## config.mk

```make
export PLATFORM = sky130hd
export DESIGN_NAME = instr_fetch_issue_flat
export DESIGN_NICKNAME = d
export VERILOG_FILES = /design/src/rtl/instr_fetch_issue_if.sv /design/src/rtl/instr_fetch_issue.sv /design/src/flat_wrapper.sv
export SDC_FILE = /design/constraint.sdc
export NUM_CORES = 1
export LEC_CHECK = 0
export CAP_MARGIN = 20
export CORE_AREA = 2 2 98 100
export CTS_CLUSTER_DIAMETER = 60
export DETAILED_ROUTE_END_ITERATION = 8
export DIE_AREA = 0 0 100 102
export DONT_BUFFER_PORTS = 1
export PLACE_DENSITY = 0.7
export SLEW_MARGIN = 20
export SYNTH_ARGS = -nofsm -noshare
export SYNTH_HDL_FRONTEND = slang
export SYNTH_SLANG_ARGS = --single-unit
export TNS_END_PERCENT = 20
```

## constraint.sdc

```tcl
create_clock -name clk -period 1.9 [get_ports clk]
set_input_delay 0.38 -clock clk [delete_from_list [all_inputs] [get_ports clk]]
set_output_delay 0.38 -clock clk [all_outputs]
set_load 0.01 [all_outputs]
```

## src/rtl/instr_fetch_issue_if.sv

```systemverilog
// Fetch/issue bus: instruction memory port, issued instruction fields and PC feedback.
// The master side belongs to instr_fetch_issue; the slave side is the memory/control/datapath.
interface instr_fetch_issue_if;
    logic        stall;
    logic        pc_src;
    logic [31:0] result;
    logic [31:0] imem_addr;
    logic        imem_rd_en;
    logic [31:0] imem_rd_data;
    logic [31:0] instr;
    logic        instr_valid;
    logic [3:0]  cond;
    logic [1:0]  op;
    logic [5:0]  funct;
    logic [3:0]  rn;
    logic [3:0]  rd;
    logic [3:0]  rm;
    logic [23:0] imm24;
    logic [31:0] pc_plus8;
    logic [31:0] instr_count;

    modport master (
        input  stall, pc_src, result, imem_rd_data,
        output imem_addr, imem_rd_en, instr, instr_valid, cond, op, funct,
               rn, rd, rm, imm24, pc_plus8, instr_count
    );

    modport slave (
        output stall, pc_src, result, imem_rd_data,
        input  imem_addr, imem_rd_en, instr, instr_valid, cond, op, funct,
               rn, rd, rm, imm24, pc_plus8, instr_count
    );
endinterface

```

## src/rtl/instr_fetch_issue.sv

```systemverilog
// Program counter, 3-cycle fetch/wait/issue sequencer and instruction field split.
// Define INSTR_FETCH_COUNT_EN to build the consumed-instruction counter.
module instr_fetch_issue #(
    parameter logic [31:0] RESET_PC = 32'h0000_0000
) (
    input logic            clk,
    input logic            rst,
    instr_fetch_issue_if.master bus
);

    typedef enum logic [1:0] {
        FETCH = 2'd0,
        WAIT  = 2'd1,
        ISSUE = 2'd2
    } state_t;

    state_t      state;
    state_t      state_next;
    logic        consume;
    logic [31:0] pc;
    logic [31:0] instr_q;
    logic        unused_result_lsbs;

    always_ff @(posedge clk or posedge rst) begin
        if (rst) begin
            state <= FETCH;
        end else begin
            state <= state_next;
        end
    end

    always_comb begin
        state_next = state;
        consume    = 1'b0;
        case (state)
            FETCH: state_next = WAIT;
            WAIT:  state_next = ISSUE;
            ISSUE: begin
                if (!bus.stall) begin
                    consume    = 1'b1;
                    state_next = FETCH;
                end
            end
            default: state_next = FETCH;
        endcase
    end

    // Read data is captured only at the end of WAIT, so anything returned
    // for a read interrupted by reset never reaches the instruction register.
    always_ff @(posedge clk or posedge rst) begin
        if (rst) begin
            pc      <= RESET_PC;
            instr_q <= 32'h0;
        end else begin
            if (state == WAIT) begin
                instr_q <= bus.imem_rd_data;
            end
            if (consume) begin
                pc <= bus.pc_src ? {bus.result[31:2], 2'b00} : pc + 32'd4;
            end
        end
    end

`ifdef INSTR_FETCH_COUNT_EN
    logic [31:0] count_q;

    always_ff @(posedge clk or posedge rst) begin
        if (rst) begin
            count_q <= 32'h0;
        end else if (consume) begin
            count_q <= count_q + 32'd1;
        end
    end

    assign bus.instr_count = count_q;
`else
    assign bus.instr_count = 32'h0;
`endif

    assign unused_result_lsbs = ^bus.result[1:0];

    assign bus.imem_addr   = pc;
    assign bus.imem_rd_en  = (state == FETCH) && !rst;
    assign bus.pc_plus8    = pc + 32'd8;
    assign bus.instr       = instr_q;
    assign bus.instr_valid = (state == ISSUE);
    assign bus.cond        = instr_q[31:28];
    assign bus.op          = instr_q[27:26];
    assign bus.funct       = instr_q[25:20];
    assign bus.rn          = instr_q[19:16];
    assign bus.rd          = instr_q[15:12];
    assign bus.rm          = instr_q[3:0];
    assign bus.imm24       = instr_q[23:0];

endmodule

```

## src/flat_wrapper.sv

```systemverilog
// flat-port wrapper written by rule: the top's interface ports become plain ports
module instr_fetch_issue_flat 
#(
    parameter logic [31:0] RESET_PC = 32'h0000_0000
)
  (clk, rst, bus_stall, bus_pc_src, bus_result, bus_imem_rd_data, bus_imem_addr, bus_imem_rd_en, bus_instr, bus_instr_valid, bus_cond, bus_op, bus_funct, bus_rn, bus_rd, bus_rm, bus_imm24, bus_pc_plus8, bus_instr_count);
  instr_fetch_issue_if bus_i ();
  input logic clk;
  input logic rst;
  input wire logic [$bits(bus_i.stall)-1:0] bus_stall;
  input wire logic [$bits(bus_i.pc_src)-1:0] bus_pc_src;
  input wire logic [$bits(bus_i.result)-1:0] bus_result;
  input wire logic [$bits(bus_i.imem_rd_data)-1:0] bus_imem_rd_data;
  output wire logic [$bits(bus_i.imem_addr)-1:0] bus_imem_addr;
  output wire logic [$bits(bus_i.imem_rd_en)-1:0] bus_imem_rd_en;
  output wire logic [$bits(bus_i.instr)-1:0] bus_instr;
  output wire logic [$bits(bus_i.instr_valid)-1:0] bus_instr_valid;
  output wire logic [$bits(bus_i.cond)-1:0] bus_cond;
  output wire logic [$bits(bus_i.op)-1:0] bus_op;
  output wire logic [$bits(bus_i.funct)-1:0] bus_funct;
  output wire logic [$bits(bus_i.rn)-1:0] bus_rn;
  output wire logic [$bits(bus_i.rd)-1:0] bus_rd;
  output wire logic [$bits(bus_i.rm)-1:0] bus_rm;
  output wire logic [$bits(bus_i.imm24)-1:0] bus_imm24;
  output wire logic [$bits(bus_i.pc_plus8)-1:0] bus_pc_plus8;
  output wire logic [$bits(bus_i.instr_count)-1:0] bus_instr_count;
  assign bus_i.stall = bus_stall;
  assign bus_i.pc_src = bus_pc_src;
  assign bus_i.result = bus_result;
  assign bus_i.imem_rd_data = bus_imem_rd_data;
  assign bus_imem_addr = bus_i.imem_addr;
  assign bus_imem_rd_en = bus_i.imem_rd_en;
  assign bus_instr = bus_i.instr;
  assign bus_instr_valid = bus_i.instr_valid;
  assign bus_cond = bus_i.cond;
  assign bus_op = bus_i.op;
  assign bus_funct = bus_i.funct;
  assign bus_rn = bus_i.rn;
  assign bus_rd = bus_i.rd;
  assign bus_rm = bus_i.rm;
  assign bus_imm24 = bus_i.imm24;
  assign bus_pc_plus8 = bus_i.pc_plus8;
  assign bus_instr_count = bus_i.instr_count;
  instr_fetch_issue #(.RESET_PC(RESET_PC)) u_core (.clk(clk), .rst(rst), .bus(bus_i));
endmodule
```

---- Word level (Yosys, flattened, before mapping) ----
Cells that the tools add are included.
word-level totals
  register bits ........................... 66
  output and inout bits ................... 178
operators by class
  mux-type cells .......................... 5
  reductions and logical operators ........ 3
  equality and inequality tests ........... 3
  $add $sub $neg .......................... 2
operators with widths
  cell                     number
  $add A32 B3 Y32 const B  1
  $add A32 B4 Y32 const B  1
  $mux W32                 1
  $pmux W2 S3              1
  $eq A2 B1 Y1 const B     1
  $eq A2 B2 Y1 const B     1
  $logic_not A2 Y1         1
  $mux W1                  2
  $mux W2                  1
  $ne A2 B2 Y1 const B     1
  $logic_and A1 B1 Y1      1
  $logic_not A1 Y1         1

---- Longest topological paths before layout ----
  depth after elaboration ................. 2
  depth in mapped cells ................... 6
  gate-level depth less buffers ........... 5

---- Worst setup path before layout ----
OpenSTA, ideal clock, no wires.
  path type ............................... reg-to-output
  from .................................... register u_core.pc[4], in the netlist u_core.bus.imem_addr[4]
  to ...................................... output port bus_pc_plus8[23]
  slack ................................... -0.279 ns
  buffers on the path ..................... 0
  data arrival time ....................... 1.799 ns
  required time ........................... 1.520 ns
  cell stages (with the launch flop) ...... 6
  cells stage by stage .................... dfrtp_1 > ha_1 > nand4_2 > nor4_4 > nand2_1 > xnor2_1
between the ends
  word-level cells in the longest chain between the ends .. 1
ends and longest elaborated chain
  element                   line                     source
  start: declaration        instr_fetch_issue.sv:20  logic [31:0] pc;
  start signal: assignment  instr_fetch_issue.sv:59  pc <= bus.pc_src ? {bus.result[31:2], 2'b00} : pc + 32'd4;
  $add A32 B4 Y32           instr_fetch_issue.sv:84  assign bus.pc_plus8 = pc + 32'd8;
  end: declaration          flat_wrapper.sv:25       output wire logic [$bits(bus_i.pc_plus8)-1:0] bus_pc_plus8;
Every way passes these cells.

---- Final worst setup path ----
  from .................................... register u_core.pc[8], in the netlist u_core.bus.imem_addr[8]
  to ...................................... output port bus_pc_plus8[29]
Same word-level chain as after synthesis.

==> summary.md <==
| Metric | Value |
|---|---|
| Outcome | complete, but fails checks |
| Failing checks | negative setup slack |
| Ports | 246 |
| Final clock skew | 12.11 ps |
| Num rows | 35 |
| Fin worst setup slack | -409.4 ps |
| Vias in the first global route | 3747 |
| Hold Fails Final Rpt | 0 |
| Largest net degree at the start of global routing | 69 |
| Layout Utilization | 0.6093 |
| Die Y | 102 um |
| CP Class | flop to primary output |
| Critical Path Source Type | flop |
| Critical Path RT | 1520 ps |
| Root buf cell | clkbuf_8 |
| Largest vdd supply drop | 0.8447 mV |
| Vias | 3934 |
| Dpl ws | -42.44 ps |
| Slew margin rel. | 0.5799 |
| Number of max-cap violations | 0 |
| Critical path fanouts, max | 3 |
| CTS tree | yes |
| Worst hold path type | input port to flop |
| Top FF cell, synth | dfrtp_1 |
| Fin crit period | 2309 ps |
| HP Start | bus_stall |
| Num CTS Buffers | 9 |
| RSZ-0062 raised after global routing | yes |
| Worst R2R Path Depth | 8 |
| Hold Path Sink | u_core.state[1] |
| H-tree depth | 3 |
| Unique masters post-synth | 63 |
| Fmax | 433.0 MHz |
| Grt total ovfl | 0 |
| Final Cycle Share | 1.215 |
| Final wirelength | 14.04 mm |
| Pwr Total | 8.750 mW |
| RR Startpoint | u_core.bus.imem_addr[3] |
| Initial Util | 0.5106 |
| Nets | 614 |
| Post-synthesis sequential area ratio | 0.3444 |
| Cell count after synthesis | 501 |
| RR Endpoint | u_core.bus.imem_addr[20] |
| Slew Limit Fails | 0 |
| R2R setup slack | -90 ps |
| Area share of xor/xnor cells in the synthesized design | 0.05085 |
| Total global-route track usage | 0.2602 |
| Average routed wire per standard cell | 21.31 um |
| Worst-Skew Late Latency | 350 ps |
| Worst-Margin Slew | 628.8 ps |
| Synth Area in Compound Gates | 0.1200 |
| Commonest cells after routing, fill and taps aside | buf_4, dfrtp_1, conb_1, mux2_2, nand3_1 |
| Clock buffer depth | 2 |
| Ys Warns | 0 |
| CP Capture Type | primary output |
| Worst Hold Margin | 162.5 ps |
| Power per Cell Area | 1577 nW/um2 |
| TritonRoute pass-1 iters | 5 |
| Most common cell after layout, fill and taps aside | buf_4 |
| Die W | 100 um |
| CORE AREA | 9109 um2 |
| Routability cong. | 0.9205 |
| Hold path cells | 2 |
| Number of antenna violations at the first check in global routing | 0 |
| Adder-cell share of the synthesized area | 0.008071 |
| Die ar. | 10200 um2 |
| Mux contribution to synthesized area | 0.07963 |
| Leakage power | 2.449 nW |
| Setup-failing EPs final | 27 |
| Syn avg cell area | 9.283 um2 |
| Simple-Gate Fraction of Synth Area | 0.2088 |
| Final ANT Viol Nets | 0 |
| Post-synth EDFFs | 0 |
| Global-route wire length before repair | 20.67 mm |
| DR iter-0 viols | 214 |
| CTS sink cnt | 64 |
| Largest family of logic cells by synthesized area | simple AND/OR/NAND/NOR gates |
| Remaining DRCs | 0 |
| Clock transition at path regs | 80 ps |
| DP Wirelength | 10.03 mm |
| Share of cells above drive strength 1 | 0.4142 |
| Data arrival, critical path | 1930 ps |
| DR vias/cell | 5.970 |
| Antenna cells | 0 |
| P&R area growth vs syn | 19.34% |
| Post-synth ARST share | 1.000 |
| Synthesized flop and latch total | 64 |
| Input/output buffers | 0 |
| Cell Area, Synth | 4651 um2 |
==> cell type report <==
cell class	count	area, um2
Tap cell	111	138.9
Fill cell	745	3558
Clock inverter	5	56.30
Clock buffer	11	141.4
Multi-Input combinational cell	337	2565
Timing Repair Buffer	118	987.2
Inverter	13	52.55
Sequential cell	64	1609
==> routing by layer <==
metal,vias up,global-route usage,wire [um]
li1,1764,-,-
met1,1919,0.2972,5023
met2,222,0.4657,7374
met3,29,0.08618,1367
met4,0,0.07798,276
met5,-,0,0
==> kinds of logic (layout without fill, tap and decap cells) <==
logic type	Yosys count	after routing
AND/OR/NAND/NOR	156	156
buffers and inverters	135	147
AO/OA/AOI/OAI	82	82
flip-flops	64	64
multiplexers	33	33
XOR/XNOR	27	27
adder cells (fa/ha/maj)	3	3
other	1	36
==> cells in the mapped netlist (4+ instances only) <==
library cell,instances,share of area
and3_1,7,0.0094
nor2_1,24,0.019
a31oi_1,7,0.0094
inv_1,13,0.010
nor4_1,6,0.0081
nand3_1,30,0.032
o21ai_0,18,0.019
nor4_2,5,0.013
clkbuf_1,15,0.012
dfrtp_1,64,0.34
o2bb2ai_1,4,0.0075
xor2_1,8,0.015
a211oi_1,7,0.011
buf_2,15,0.016
nand4_1,17,0.023
buf_4,88,0.14
nand2_1,16,0.013
nor3_1,17,0.018
xnor2_1,19,0.036
a21oi_1,15,0.016
mux2_2,32,0.077
==> repair_timing <==
item | CTS | global route
gates cloned | 0 | 0
endpoints found under the hold margin | 17 | 0
endpoints found under the setup margin | 26 | 31
hold buffers | 1 | 0
resized for setup | 36 | 24
pin swaps | 18 | 11
setup buffers | 9 | 6
==> sequential cells by signal (all words and copies together), names as in the netlist <==
register and count:
u_core.bus.instr 32, u_core.bus.imem_addr 30, u_core.state 2
==> report_power, final <==
group / total [mW] / internal, mW / switching [mW]
clock: 1.21 / 0.640 / 0.573
combinational: 4.26 / 2.07 / 2.19
sequential: 3.28 / 2.00 / 1.28
==> worst max-delay path: stages, from the launching register on <==
cell and delay, ps:
dfrtp_1 400, buf_4 140, nand4_1 120, buf_6 170
nor3_4 240, buf_6 150, nand4_1 150, xnor2_2 210
==> how the worst max path moves through the flow <==
stage	startpoint	endpoint	cells past startpoint
finish	u_core.bus.imem_addr[8]	bus_pc_plus8[29]	7
global route	u_core.bus.imem_addr[8]	bus_pc_plus8[29]	7
CTS	u_core.bus.imem_addr[9]	bus_pc_plus8[28]	7
detailed placement	u_core.bus.imem_addr[12]	bus_pc_plus8[21]	5
global placement	u_core.bus.imem_addr[11]	bus_pc_plus8[21]	5
floorplan	u_core.bus.imem_addr[9]	bus_pc_plus8[23]	5
==> per-stage QoR <==
step,std cells,setup TNS (ps),cell area (um2)
after detailed placement,627,-59.37,4950
final,659,-6773,5550
after floorplan,536,-87.45,4813
after global routing,659,-9607,5550
after CTS,653,-5620,5386
after global placement,627,-21.82,4950
Power figures use the tool's default switching activity.
